$ cat config.mk
export PLATFORM = sky130hd
export DESIGN_NAME = dram_port_arb
export DESIGN_NICKNAME = d
export VERILOG_FILES = /design/src/rtl/dram_port_arb_pkg.sv /design/src/rtl/dram_port_arb_rr_arbiter.sv /design/src/rtl/dram_port_arb.sv
export SDC_FILE = /design/constraint.sdc
export NUM_CORES = 1
export LEC_CHECK = 0
export BUFFER_PORTS_ARGS = -buffer_cell sky130_fd_sc_hd__buf_2
export CAP_MARGIN = 20
export CORE_AREA = 2 2 107 109
export DETAILED_ROUTE_END_ITERATION = 8
export DIE_AREA = 0 0 109 111
export PLACE_DENSITY = 0.72
export SYNTH_ARGS = -nofsm -noshare
export SYNTH_HDL_FRONTEND = slang
export SYNTH_HIERARCHICAL = 1
export SYNTH_SLANG_ARGS = --single-unit
$ cat constraint.sdc
create_clock -name clk_i -period 4.2 [get_ports clk_i]
set_clock_uncertainty 0.2 [all_clocks]
set_input_delay 0.63 -clock clk_i [delete_from_list [all_inputs] [get_ports clk_i]]
set_output_delay 0.63 -clock clk_i [all_outputs]
set_load 0.03 [all_outputs]
$ cat src/rtl/dram_port_arb_pkg.sv
// Shared definitions for the dram port arbiter.
//   arb_state_e : arbiter FSM encoding (ST_ARB / ST_LOCK)
//   BURST_W     : width of the burst-lock run counter (holds 0..16)
//   id_width()  : requester-ID width, never narrower than one bit
package dram_port_arb_pkg;

  typedef enum logic {
    ST_ARB  = 1'b0,
    ST_LOCK = 1'b1
  } arb_state_e;

  localparam int BURST_W = 5;

  function automatic int id_width(input int n);
    return (n > 1) ? $clog2(n) : 1;
  endfunction

endpackage

$ cat src/rtl/dram_port_arb_rr_arbiter.sv
// Round-robin grant selection, purely combinational.
// Picks the first requesting index at or after ptr_i, wrapping at NUM_REQ-1.
//   req_i  : request vector
//   ptr_i  : round-robin start index (always < NUM_REQ)
//   gnt_o  : one-hot grant, zero when req_i is zero
//   idx_o  : binary index of the grant (0 when no grant)
module dram_port_arb_rr_arbiter
  import dram_port_arb_pkg::*;
#(
  parameter int NUM_REQ = 4,
  parameter int ID_W    = id_width(NUM_REQ)
) (
  input  logic [NUM_REQ-1:0] req_i,
  input  logic [ID_W-1:0]    ptr_i,
  output logic [NUM_REQ-1:0] gnt_o,
  output logic [ID_W-1:0]    idx_o
);

  logic found;
  int   k;

  always_comb begin
    gnt_o = '0;
    idx_o = '0;
    found = 1'b0;
    k     = 0;
    for (int i = 0; i < NUM_REQ; i++) begin
      k = int'(ptr_i) + i;
      if (k >= NUM_REQ) k = k - NUM_REQ;
      if (!found && req_i[k]) begin
        found    = 1'b1;
        gnt_o[k] = 1'b1;
        idx_o    = ID_W'(k);
      end
    end
  end

endmodule

$ cat src/rtl/dram_port_arb.sv
// Round-robin arbiter sharing one dram port between NUM_REQ requesters,
// with optional burst lock. Grants are combinational; accepted accesses are
// registered onto the dram port one cycle later, and read data comes back
// two cycles after the accept tagged with the requester ID.
//   clk_i, rst_i          : clock, asynchronous active-high reset
//   req_i/lock_i/we_i     : per-requester request, burst lock, write enable
//   addr_i/wdata_i        : flattened per-requester address / write data
//   gnt_o                 : one-hot grant
//   mem_*_o, mem_rd_data_i: dram port
//   rd_vld_o/rd_id_o/rd_data_o : returned read data
// Optional build macro DRAM_ARB_STATS_EN adds stall_cnt_o and gnt_cnt_o
// (saturating 16-bit stall-cycle and per-requester accept counters).
//
// state   | meaning
// ST_ARB  | round-robin among all requesters from rr_ptr
// ST_LOCK | only the burst owner may be granted
module dram_port_arb
  import dram_port_arb_pkg::*;
#(
  parameter int  NUM_REQ   = 4,
  parameter int  WIDTH     = 32,
  parameter int  DEPTH     = 32,
  parameter int  MAX_BURST = 4,
  localparam int ADDR      = $clog2(DEPTH),
  localparam int ID_W      = id_width(NUM_REQ)
) (
  input  logic                    clk_i,
  input  logic                    rst_i,
  input  logic [NUM_REQ-1:0]      req_i,
  input  logic [NUM_REQ-1:0]      lock_i,
  input  logic [NUM_REQ-1:0]      we_i,
  input  logic [NUM_REQ*ADDR-1:0] addr_i,
  input  logic [NUM_REQ*WIDTH-1:0] wdata_i,
  output logic [NUM_REQ-1:0]      gnt_o,
  output logic [ADDR-1:0]         mem_addr_o,
  output logic                    mem_wr_en_o,
  output logic [WIDTH-1:0]        mem_wr_data_o,
  output logic                    mem_rd_en_o,
  input  logic [WIDTH-1:0]        mem_rd_data_i,
  output logic                    rd_vld_o,
  output logic [ID_W-1:0]         rd_id_o,
  output logic [WIDTH-1:0]        rd_data_o
`ifdef DRAM_ARB_STATS_EN
  ,
  output logic [15:0]             stall_cnt_o,
  output logic [NUM_REQ*16-1:0]   gnt_cnt_o
`endif
);

  arb_state_e         state_q, state_d;
  logic [ID_W-1:0]    owner_q, owner_d;
  logic [ID_W-1:0]    rr_ptr_q, rr_ptr_d;
  logic [BURST_W-1:0] burst_q, burst_d;
  logic [ADDR-1:0]    mem_addr_q, mem_addr_d;
  logic [WIDTH-1:0]   mem_wr_data_q, mem_wr_data_d;
  logic               mem_wr_en_q, mem_wr_en_d;
  logic               mem_rd_en_q, mem_rd_en_d;
  logic [ID_W-1:0]    issue_id_q, issue_id_d;
  logic               rd_vld_q, rd_vld_d;
  logic [ID_W-1:0]    rd_id_q, rd_id_d;

  logic [NUM_REQ-1:0] arb_gnt;
  logic [ID_W-1:0]    arb_idx;
  logic [NUM_REQ-1:0] gnt;
  logic [ID_W-1:0]    gnt_idx;
  logic               accept;
  logic [BURST_W-1:0] burst_inc;

  function automatic logic [ID_W-1:0] ptr_after(input logic [ID_W-1:0] i);
    return (i == ID_W'(NUM_REQ - 1)) ? '0 : i + 1'b1;
  endfunction

  dram_port_arb_rr_arbiter #(
    .NUM_REQ (NUM_REQ),
    .ID_W    (ID_W)
  ) u_rr_arbiter (
    .req_i (req_i),
    .ptr_i (rr_ptr_q),
    .gnt_o (arb_gnt),
    .idx_o (arb_idx)
  );

  // Grant is held off while reset is asserted so nothing is accepted then.
  always_comb begin
    gnt     = '0;
    gnt_idx = arb_idx;
    if (state_q == ST_LOCK) begin
      gnt_idx      = owner_q;
      gnt[owner_q] = req_i[owner_q];
    end else begin
      gnt = arb_gnt;
    end
    if (rst_i) gnt = '0;
  end

  assign accept    = |gnt;
  assign burst_inc = burst_q + 1'b1;

  always_comb begin
    state_d  = state_q;
    owner_d  = owner_q;
    burst_d  = burst_q;
    rr_ptr_d = rr_ptr_q;
    case (state_q)
      ST_ARB: begin
        if (accept) begin
          rr_ptr_d = ptr_after(gnt_idx);
          // A single-beat burst limit means locking can never extend a grant.
          if (lock_i[gnt_idx] && MAX_BURST > 1) begin
            state_d = ST_LOCK;
            owner_d = gnt_idx;
            burst_d = BURST_W'(1);
          end
        end
      end
      ST_LOCK: begin
        if (accept) begin
          burst_d = burst_inc;
          if (!lock_i[owner_q] || burst_inc == BURST_W'(MAX_BURST)) begin
            state_d  = ST_ARB;
            burst_d  = '0;
            rr_ptr_d = ptr_after(owner_q);
          end
        end else begin
          // Owner withdrew its request: release the lock without a grant.
          state_d  = ST_ARB;
          burst_d  = '0;
          rr_ptr_d = ptr_after(owner_q);
        end
      end
      default: state_d = ST_ARB;
    endcase
  end

  always_comb begin
    mem_wr_en_d   = accept & we_i[gnt_idx];
    mem_rd_en_d   = accept & ~we_i[gnt_idx];
    mem_addr_d    = accept ? addr_i[int'(gnt_idx)*ADDR +: ADDR] : mem_addr_q;
    mem_wr_data_d = accept ? wdata_i[int'(gnt_idx)*WIDTH +: WIDTH] : mem_wr_data_q;
    issue_id_d    = accept ? gnt_idx : issue_id_q;
    rd_vld_d      = mem_rd_en_q;
    rd_id_d       = issue_id_q;
  end

  always_ff @(posedge clk_i or posedge rst_i) begin
    if (rst_i) begin
      state_q       <= ST_ARB;
      owner_q       <= '0;
      rr_ptr_q      <= '0;
      burst_q       <= '0;
      mem_addr_q    <= '0;
      mem_wr_data_q <= '0;
      mem_wr_en_q   <= 1'b0;
      mem_rd_en_q   <= 1'b0;
      issue_id_q    <= '0;
      rd_vld_q      <= 1'b0;
      rd_id_q       <= '0;
    end else begin
      state_q       <= state_d;
      owner_q       <= owner_d;
      rr_ptr_q      <= rr_ptr_d;
      burst_q       <= burst_d;
      mem_addr_q    <= mem_addr_d;
      mem_wr_data_q <= mem_wr_data_d;
      mem_wr_en_q   <= mem_wr_en_d;
      mem_rd_en_q   <= mem_rd_en_d;
      issue_id_q    <= issue_id_d;
      rd_vld_q      <= rd_vld_d;
      rd_id_q       <= rd_id_d;
    end
  end

  assign gnt_o         = gnt;
  assign mem_addr_o    = mem_addr_q;
  assign mem_wr_en_o   = mem_wr_en_q;
  assign mem_wr_data_o = mem_wr_data_q;
  assign mem_rd_en_o   = mem_rd_en_q;
  assign rd_vld_o      = rd_vld_q;
  assign rd_id_o       = rd_id_q;
  assign rd_data_o     = mem_rd_data_i;

`ifdef DRAM_ARB_STATS_EN
  logic [15:0]           stall_cnt_q, stall_cnt_d;
  logic [NUM_REQ*16-1:0] gnt_cnt_q, gnt_cnt_d;

  always_comb begin
    stall_cnt_d = stall_cnt_q;
    gnt_cnt_d   = gnt_cnt_q;
    if ((req_i & ~gnt) != '0 && stall_cnt_q != 16'hFFFF)
      stall_cnt_d = stall_cnt_q + 16'd1;
    for (int k = 0; k < NUM_REQ; k++) begin
      if (gnt[k] && gnt_cnt_q[k*16 +: 16] != 16'hFFFF)
        gnt_cnt_d[k*16 +: 16] = gnt_cnt_q[k*16 +: 16] + 16'd1;
    end
  end

  always_ff @(posedge clk_i or posedge rst_i) begin
    if (rst_i) begin
      stall_cnt_q <= '0;
      gnt_cnt_q   <= '0;
    end else begin
      stall_cnt_q <= stall_cnt_d;
      gnt_cnt_q   <= gnt_cnt_d;
    end
  end

  assign stall_cnt_o = stall_cnt_q;
  assign gnt_cnt_o   = gnt_cnt_q;
`endif

endmodule
==> results, run 1 <==
- The starting density of the core is 36.41%.
- In this run, synthesis produced a sequential element count of 54.
- The via count of the first global-routing pass is ~3400.
- The post-detailed-route wirelength per cell is 18.34 µm.
- Data on the critical path is required at its endpoint by 4.18 ns.
- The largest buffer count on any clock path is 2.
- Based on the critical path, the design can be clocked at up to between 200 and 300 MHz.
- The top cell type by total area after synthesis is dfrtp_1.
- The area added between synthesis and finish is 27.40%.
- The clock latency reported for the late side of the worst-skew pair is 0.29 ns.
- The first global-routing pass estimated 17040 µm of wire.
- The critical path data arrival time is 3.97 ns.
- During synthesis, Yosys emitted a total of 6 warnings.
- The most common cell after layout, fill and taps aside is buf_2.
- Summed over all nets, the half-perimeter wirelength after detailed placement is 8830 µm.
- The maximum level of the CTS H-tree is 2.
- The static power due to leakage is 2.412 nW.
- In this run the post-CTS setup repair buffer count came out at 0.
- Entering global routing, the biggest net connects 49 pins.
- 0 antenna diodes ended up in the layout.
- The number of gates given a new drive strength after cts is 0.
- The critical path contains buffers and inverters numbering 2 combined.
- The number of synthesized flops with an enable pin is 0.
- Hold timing on the final database bottoms out at a slack of 0.1797 ns.
- Fill cells in the final layout number 1023.
- In the synthesized netlist the async set-or-reset flop fraction comes to 100.0%.
- The weighted congestion at the end of routability-driven global placement is 0.8679.
- The critical path launch point type is a flop.
- Setup repair after global routing left no endpoint under its margin.
- The worst path in the final design needs a cycle of 3.990 ns, including I/O delays and setup.
- The all-layer global routing usage is 18.07%.
- Summing the sequential cell areas from Yosys gives 33.51% of the chip area.
- The cell sitting at the root of the clock tree is a clkbuf_16.
- At the pin with the least slew margin, the transition time is 0.7629 ns.
- In the synthesized netlist, the number of instances is 302.
- The fraction of the cycle the final worst path needs is 95.01%.
- The cell row count is 39.
- The flow ran to the end, and the final reports show no timing, DRC or antenna violations.
- The max-slew violation count is 0.
- The final setup slack of the worst path is 0.2095 ns.
- The worst setup path is captured at a flop.
- The average vias per placed instance is 5.402.
- Hold repair after CTS inserted 0 buffers.
- The number of max-capacitance violations reported is 0.
- Cells with a size suffix above 1 make up 66.88% of the layout.
- The detailed-router iteration count before antenna repair is 4.
- In this run the worst hold path is classified as reg2reg.
- In this run the biggest area consumer among cell types represents 33.51% of the synthesized area.
- The summed negative setup slack over all endpoints is 0 ns.
- The total power divided by cell area is slightly above 1000 nW/µm².
- The cell family contributing the most delay on the critical path is multiplexers.
- By area the synthesized netlist is led by dfrtp_1 34%, mux4_2 25%, mux2_2 7.3%, buf_4 6.0%, mux2_4 4.8%.
- Across the VDD grid, the largest voltage drop is 486.6 µV.
- The cell area after placement is 4971 µm².
- The wire length after detailed routing is about 11000 µm.
- The number of antenna violations at the first check in global routing was 1.
- The cell with the largest stage delay on the worst path is dfrtp_1.
- The number of DRC markers after the initial detailed-route iteration is between 150 and 200.
- The peak per-stage delay on the critical path is 0.60 ns.
- Detailed routing inserted a total of 3333 vias.
- Buffers inserted during clock tree synthesis total 5.
- The netlist area before placement is 4033 µm².
- In this run the count of I/O pins placed on the die edge is 272.
- Once layout is done, the placed cells without fillers occupy 5137 µm².
- The net count of the finished layout is 680.
- The floorplan step defined a core boundary enclosing 11080 µm².
- The TritonCTS clock tree is built.
- In this run the vertical extent of the chip is 111 µm.
- Port buffering added 207 buffers.
- The clock slew seen by the registers of the worst setup and hold paths is 0.07 ns.
- After global routing the overflow that remains totals 0.
- The maximum fanout encountered on the critical timing path is 23.
- Headroom to the max-slew limit came out at around half.
- The cell seen most often among critical-path stages is mux4_2.
- The count of final hold-check violations came to 0.
- After detailed routing, the number of remaining DRC violations is 0.
- The detail route stage leaves a number of antenna-violating nets equal to 0.
- The signal on the critical path passes through inv_1, ha_1, mux4_2, nor2b_4, o21ai_1, and3_1, o22ai_1, mux2i_4, buf_4, mux4_2, mux2_2.
- The distinct cell type count after synthesis is 48.
- The total nets after synthesis is 509.
- The full die area is 12100 µm².
- In the layout the commonest cells are 207 x buf_2, 54 x dfrtp_1, 44 x mux4_2, 26 x mux2_2.
- The mean instance size in the synthesized netlist is 13.35 µm².
- The type of the setup path with the least slack is reg2reg.
- Setup violations remaining at the end of the flow were counted as 0.
- The worst setup slack before clock tree synthesis is 0.2935 ns.
- The die span in x is 109 µm.
- Among all flip-flop cells after synthesis, the most frequent one is dfrtp_1.
- Counting every sink on the clock net gives 54.
[flip-flops by register name (all words and copies together) (netlist names)]
signal / cells
burst_q: 5
issue_id_q: 2
mem_addr_o: 5
mem_rd_en_o: 1
mem_wr_data_o: 32
mem_wr_en_o: 1
owner_q: 2
rd_id_o: 2
rd_vld_o: 1
rr_ptr_q: 2
state_q: 1
[worst reg2reg max path: cells and delay by family (launching register included)]
kind                     cells  cell delay, ns
adder cells (fa/ha/maj)      1            0.46
buffers and inverters        2            0.48
multiplexers                 4            1.25
AO/OA/AOI/OAI                2            0.48
flip-flops                   1            0.60
AND/OR/NAND/NOR              2            0.42
[synthesized netlist by cell type (2+ instances only)]
library cell / count
a22oi_1: 8
xnor2_1: 2
o22ai_1: 2
mux4_2: 44
dfrtp_1: 54
inv_1: 7
clkbuf_1: 4
a21oi_1: 9
mux2i_1: 4
o32ai_1: 2
buf_4: 32
mux2_2: 26
o21ai_1: 6
o21ai_0: 3
a31oi_1: 2
mux2_4: 13
and2_1: 3
buf_6: 6
or4_1: 2
nand3_1: 9
nor3_1: 3
nor2_1: 8
ha_1: 13
nand2_1: 9
buf_2: 8
[per-layer routing]
layer	vias to the layer above	routed length, µm	GRT usage [%]
met2	189	5697	32.09
met4	2	276	6.923
met3	35	1014	3.292
li1	1474	-	-
met1	1633	4314	21.26
met5	-	13	0
[path summary, 6_finish.rpt]
path,from,end,slack [ns],depth (start not counted)
min,issue_id_q[0],rd_id_o[0],0.18,0
min in group asynchronous,rst_i,rr_ptr_q[1],0.26,2
max,rr_ptr_q[1],mem_wr_data_o[14],0.21,11
max in group asynchronous,rst_i,mem_wr_data_o[14],2.70,3
max reg2reg,rr_ptr_q[1],mem_wr_data_o[14],0.21,11
min reg2reg,issue_id_q[0],rd_id_o[0],0.18,0
[area by class of cell]
class	instances	area (µm²)	area share (%)
inverter	8	30.03	0.5845
clock buffer	6	128.9	2.509
clock inverter	2	37.54	0.7306
sequential	54	1351	26.30
tap	143	178.9	3.483
multi-input combinational	190	2310	44.96
timing repair buffer	214	1101	21.43
[metrics by stage]
step	cells	power, mW	utilization, %
after floorplan	302	4.050	-
after global placement	609	4.657	44.88
after detailed placement	609	4.772	44.88
after CTS	617	5.257	46.38
after global routing	617	5.548	46.38
final	617	5.204	46.38
[cells by family (layout without fill, tap and decap cells)]
| logic type | after synthesis | in the layout | synth area share [%] |
|---|---|---|---|
| flops | 54 | 54 | 33.51 |
| compound gates | 41 | 41 | 6.826 |
| simple gates | 45 | 45 | 6.795 |
| mux | 89 | 89 | 38.66 |
| fa+ha+maj | 13 | 13 | 4.034 |
| buf+inv | 58 | 230 | 9.742 |
| xor+xnor | 2 | 2 | 0.4345 |
[report_power, final]
| group | internal [mW] | switching, mW | leakage (nW) |
|---|---|---|---|
| Clock | 0.282 | 0.191 | 0.0771 |
| Sequential | 0.792 | 0.180 | 0.646 |
| Combinational | 1.86 | 1.90 | 1.69 |
No activity file was read; power rests on OpenSTA's default activity.
==> run 2, diff against run 1 <==
- BUFFER_PORTS_ARGS: -buffer_cell sky130_fd_sc_hd__buf_2 -> not set
- DONT_BUFFER_PORTS: not set -> 1
- PLACE_DENSITY: 0.72 -> not set
==> results, run 2 (synthesized netlist as in run 1, its figures left out) <==
- The max-slew violation count came to 0.
- The worst setup slack before clock tree synthesis is 0.6193 ns.
- Compared with the post-synthesis result, the final layout area differs by 3.227%.
- For the pin with the worst max-slew slack, the measured transition is between 0.6 and 0.7 ns.
- The clock latency reported for the late side of the worst-skew pair is 0.29 ns.
- The number of antenna cells inserted is 0.
- The number of max-capacitance violations reported is 0.
- The first routing iteration left 244 violations.
- Across all setup checks in the final design, the least slack found is 0.6081 ns.
- For this design the static power due to leakage is about 1.6 nW.
- Along the worst path, the maximum fanout reaches 24.
- The tree built by TritonCTS fans out to 54 sinks.
- The worst vdd rail ir drop is 486.0 µV.
- The maximum level of the CTS H-tree is 2.
- The overall overflow remaining after global route is 0.
- The clock slew seen by the registers of the worst setup and hold paths is around 0.080 ns.
- Detailed placement finished with a half-perimeter wire length of 8008 µm.
- The final design instance area without fill is 4163 µm².
- The critical path launch point type is a flop.
- The all-layer global routing usage is 15.98%.
- The full die area is between 10000 and 15000 µm².
- In this run the tightest slew margin relative to its limit is 54.11%.
- The final setup violation count is 0.
- The number of antenna violations at the first check in global routing was 0.
- After detailed placement, the design holds a cell count of 407.
- The class of the most critical hold timing path is in2async.
- The die span in x is 109 µm.
- TritonCTS built the clock tree.
- The wire length of the first global-routing pass is 14880 µm.
- The number of standard cells in the final layout excluding fillers is 415.
- The final layout contains 478 nets.
- The run finished with clean final reports.
- TritonCTS created 5 clock buffers.
- The largest buffer count on any clock path is 2.
- In the layout the commonest cells are 54 x dfrtp_1, 44 x mux4_2, 26 x mux2_2, 13 x mux2_4, 13 x ha_1.
- The total of hold buffers inserted after clock tree synthesis is 0.
- After detailed routing, the number of vias per cell comes to 6.084.
- The number of vias in the routed layout is 2525.
- The final critical path takes up 85.52% of the cycle.
- The total power draw is roughly 5 mW.
- The total power divided by cell area is 1201 nW/µm².
- The shortest clock period the worst path allows after layout is 3.592 ns.
- The remaining routing DRC violations is 0.
- Data on the critical path is required at its endpoint by 4.18 ns.
- The wire length after detailed routing is 10110 µm.
- The number of nets with antenna violations after detailed routing is 0.
- The congestion estimate from routability-driven global placement came to 0.8261.
- The starting density of the core is 36.41%.
- The share of cells above drive strength 1 is a little over two fifths.
- The core region is 11080 µm².
- Leaving out fill and tap cells, the most frequent cell in the layout is dfrtp_1.
- The detailed-router iteration count before antenna repair is 4.
- The number of top-level pins is 272.
- The die is 111 µm tall.
- Setup repair after global routing left no endpoint under its margin.
- The via count of the first global-routing pass was roughly 2600.
- The cell area after placement is 3985 µm².
- The cell row count is 39.
- Dividing the detail-routed wire length by the instance count gives around 24 µm.
- The post-CTS setup-driven buffer insertion count is 0.
- In this run the tool buffered the top-level ports with 0 buffer cells.
- The timing-limited maximum frequency is about 280 MHz.
- The CTS root buffer is clkbuf_16.
- The type of the setup path with the least slack is reg2reg.
- Across all hold checks on the routed design, the worst slack comes to 0.07728 ns.
- The count of final hold-check violations came to 0.
- The summed negative setup slack over all endpoints is 0 ns.
- The flip-flop count of the largest register after layout is 32.
- STA puts the critical path data arrival time at 3.57 ns.
- Post-CTS repair changed the size of 0 cells.
- The largest net degree at the start of global routing is 49.
- The critical path capture point type is a flop.
- Cells fill between 30% and 40% of the core in the end.
==> run 2: changes by cell type in the layout (fill, tap and decap cells not counted) <==
cell	change
buf_12	+1
buf_2	-207
buf_4	+4
clkbuf_1	-1
clkbuf_8	+1
clkinvlp_4	-1
inv_6	+1
==> run 2: critical path, stage by stage, from the launching register on <==
cell and delay [ns]:
dfrtp_1 0.36, inv_1 0.12, ha_1 0.44, mux4_2 0.47
nor2b_4 0.21, o21ai_1 0.08, and3_1 0.18, o22ai_1 0.37
mux2i_4 0.15, buf_4 0.27, mux4_2 0.33, mux2_2 0.28
==> run 2: report_power, final <==
part	total (mW)	switching, mW	internal, mW	leakage (nW)
sequential	1.42	0.630	0.787	0.646
clock	0.502	0.202	0.301	0.0875
combinational	3.08	1.36	1.72	0.895
total	5.00	2.19	2.81	1.63
==> run 2: area by class of cell <==
cell class | count | area, µm²
Clock inverter | 2 | 38.79
Multi-Input combinational cell | 190 | 2310
Sequential cell | 54 | 1351
Clock buffer | 6 | 138.9
Fill cell | 1031 | 6914
Inverter | 8 | 30.03
Timing Repair Buffer | 12 | 115.1
Tap cell | 143 | 178.9
==> run 2: worst paths after layout <==
path,startpoint,slack (ns),to,depth (start not counted)
hold reg to reg,issue_id_q[1],0.19,rd_id_o[1],0
setup reg to reg,rr_ptr_q[1],0.61,mem_wr_data_o[17],11
min in group clk_i,issue_id_q[1],0.19,rd_id_o[1],0
hold / removal,rst_i,0.08,owner_q[1],1
max in group asynchronous,rst_i,2.87,mem_wr_data_o[12],2
setup / recovery,rr_ptr_q[1],0.61,mem_wr_data_o[17],11
==> run 2: metal layers <==
metal	routed length, µm	global-route usage, %	vias up
met5	0	0	-
met2	5010	25.22	158
met3	965	4.762	15
met4	111	3.761	0
li1	-	-	1071
met1	4017	21.54	1281
==> run 3, diff against run 2 <==
- CELL_PAD_IN_SITES_DETAIL_PLACEMENT: not set -> 2
- CELL_PAD_IN_SITES_GLOBAL_PLACEMENT: not set -> 2
- PLACE_DENSITY_LB_ADDON: not set -> 0.1
==> results, run 3 (synthesized netlist as in run 1, its figures left out) <==
- The detailed-router iteration count before antenna repair is 4.
- The switching power is 2.291 mW.
- The most common cell after layout, fill and taps aside is dfrtp_1.
- The cell with the largest stage delay on the worst path is mux4_2.
- The flip-flop count of the largest register after layout is 32.
- The count of final hold-check violations is 0.
- The CTS root buffer is clkbuf_16.
- The worst max-slew margin expressed relative to the limit is 55.11%.
- The number of DRC markers after the initial detailed-route iteration is 105.
- Setup repair after global routing left no endpoint under its margin.
- The initial utilization of the core area, before any placement, comes to 36.41%.
- STA classifies the critical path startpoint as a flop.
- The type of the setup path with the least slack is reg2reg.
- In this design, the largest share of critical-path delay is due to multiplexers.
- In this run the post-CTS setup repair buffer count came out at 0.
- The wire length after detailed routing is 11560 µm.
- After detailed routing, the number of vias per cell comes to 6.079.
- In the finished design, the share of the clock period the worst path needs comes to 88.41%.
- The critical path data arrival time is 3.69 ns.
- The number of max-capacitance violations reported is 0.
- The count of buffer and inverter cells on the critical path is 2.
- The flow ran to the end, and the final reports show no timing, DRC or antenna violations.
- The register share of total power is 28.0%.
- For the pin with the worst max-slew slack, the measured transition is 0.6734 ns.
- The floorplan step defined a die boundary enclosing 12100 µm².
- The number of vias in the routed layout is 2535.
- In the final design database the tool counted 480 nets.
- The peak per-stage delay on the critical path is 0.47 ns.
- The post-detailed-route wirelength per cell is roughly 28 µm.
- The via count of the first global-routing pass is 2805.
- The area added between synthesis and finish is 3.289%.
- The maximum level of the CTS H-tree is 2.
- TritonCTS built the clock tree.
- The post-placement cell count is 409.
- After legalization and detailed placement, the total HPWL measured 9349 µm.
- The shortest clock period the worst path allows after layout is approximately 3.7 ns.
- The total power draw is 5.096 mW.
- The number of buffer cells added on primary ports is 0.
- The final design instance area without fill is about 4200 µm².
- Leaving out fill and tap cells, the most frequent cells in the layout are 54 x dfrtp_1, 44 x mux4_2, 26 x mux2_2.
- The combinational fraction of design power is 62.3%.
- After clock tree synthesis, the clock-pin slew on the worst setup and hold paths is 0.07 ns.
- The area of the core region is 11080 µm².
- Of the cells placed in the final design, the portion with a size suffix greater than 1 is between 40% and 50%.
- The number of nets with antenna violations after detailed routing is 0.
- The number of buffers created by CTS is 5.
- The TritonCTS sink count is 54.
- For this run the aggregate overflow at the end of global routing stands at 0.
- The data required time of the critical path is between 4 and 5 ns.
- The wire length of the first global-routing pass is 16940 µm.
- The number of antenna violations at the first check in global routing is 1.
- Power spread over the standard cell area amounts to 1223 nW/µm².
- The die span in x is 109 µm.
- Row generation in the floorplan step produced 39 rows.
- The internal portion of total power is 2.805 mW.
- The worst vdd rail ir drop is 385.3 µV.
- The path class of the tightest hold or removal check is in2async.
- The analysis attributes to cell leakage a power of 1.634 nW.
- For this run, the top clock speed supported by timing is between 200 and 300 MHz.
- The summed negative setup slack over all endpoints is 0 ns.
- The final setup violation count is 0.
- The switching share of power is roughly 45%.
- At the later pin of the worst-skew pair, clock insertion delay measures around 0.29 ns.
- The worst path meets setup with 0.4866 ns of slack.
- The number of antenna cells inserted is 0.
- The placed instances occupy a cell area of 3988 µm².
- Of the total power, the clock network draws about a tenth.
- In this run, post-CTS repair resized a total of 0 instances.
- The largest net degree at the start of global routing is 36.
- Counting stages on the worst path, the most repeated cell is mux4_2.
- Excluding fillers, the count of instances in the completed layout stands at approximately 420.
- The congestion estimate from routability-driven global placement came to 0.7769.
- The all-layer global routing usage is 18.65%.
- The die outline height is 111 µm.
- The worst setup slack before clock tree synthesis is 0.4945 ns.
- The signal on the critical path passes through inv_1, ha_1, mux4_2, nor2b_4, o21ai_1, and3_1, o22ai_1, mux2i_4, buf_4, mux4_2, mux2_2.
- The largest buffer count on any clock path is 2.
- The total of hold buffers inserted after clock tree synthesis is 0.
- The maximum fanout encountered on the critical timing path is 22.
- For this run, design rule violations remaining after detail routing come to 0.
- The max-slew violation count is 0.
- The number of top-level pins is 272.
- The critical path capture point type is a flop.
-- run 3: changes by cell type in the layout (fill, tap and decap cells not counted) --
| cell | before | now |
|---|---|---|
| buf_4 | 10 | 13 |
| buf_12 | 2 | 1 |
-- run 3: per-layer routing --
metal / wire length (µm) / vias up / share of wire (%) / track usage (%)
li1: - / 1071 / - / -
met1: 4063 / 1301 / 35 / 21.15
met2: 6269 / 137 / 54 / 34.08
met3: 1011 / 24 / 8.7 / 4.821
met4: 206 / 2 / 1.8 / 4.872
met5: 13 / - / 0.11 / 0
-- run 3: final cells by class --
type / count / area (µm²)
inverters: 8 / 30.03
multi-input cells: 190 / 2310
clock inverters: 2 / 38.79
clock buffers: 6 / 138.9
fillers: 1104 / 6912
repair buffers: 14 / 117.6
well taps: 143 / 178.9
flip-flops and latches: 54 / 1351
-- run 3: worst register-to-register path: stages (launching register included) --
cell     delay, ns
dfrtp_1       0.35
inv_1         0.11
ha_1          0.43
mux4_2        0.47
nor2b_4       0.22
o21ai_1       0.10
and3_1        0.20
o22ai_1       0.45
mux2i_4       0.17
buf_4         0.27
mux4_2        0.36
mux2_2        0.28
-- run 3: path summary, 6_finish.rpt --
kind,startpoint,endpoint,cells after the start,slack (ns)
hold / removal,rst_i,issue_id_q[0],1,0.04
setup reg to reg,rr_ptr_q[1],mem_wr_data_o[19],11,0.49
setup / recovery,rr_ptr_q[1],mem_wr_data_o[19],11,0.49
hold reg to reg,issue_id_q[1],rd_id_o[1],0,0.18
max in group asynchronous,rst_i,state_q,2,2.89
min in group clk_i,issue_id_q[1],rd_id_o[1],0,0.18
-- run 3: power groups by stage --
stage / clock, mW / sequential, mW / combinational (mW)
detailed placement: 0 / 1.45 / 3.24
global route: 0.536 / 1.46 / 3.45
global placement: 0 / 1.44 / 3.18
CTS: 0.511 / 1.44 / 3.25
floorplan: 0 / 1.35 / 2.70
finish: 0.492 / 1.43 / 3.18
-- run 3: metrics by stage --
step                      util [%]  hold WS [ns]
after floorplan                  -        0.1543
after global placement       36.00        0.1640
after detailed placement     36.00        0.1665
after CTS                    37.60       0.05432
after global routing         37.60       0.06675
final                        37.60       0.04490
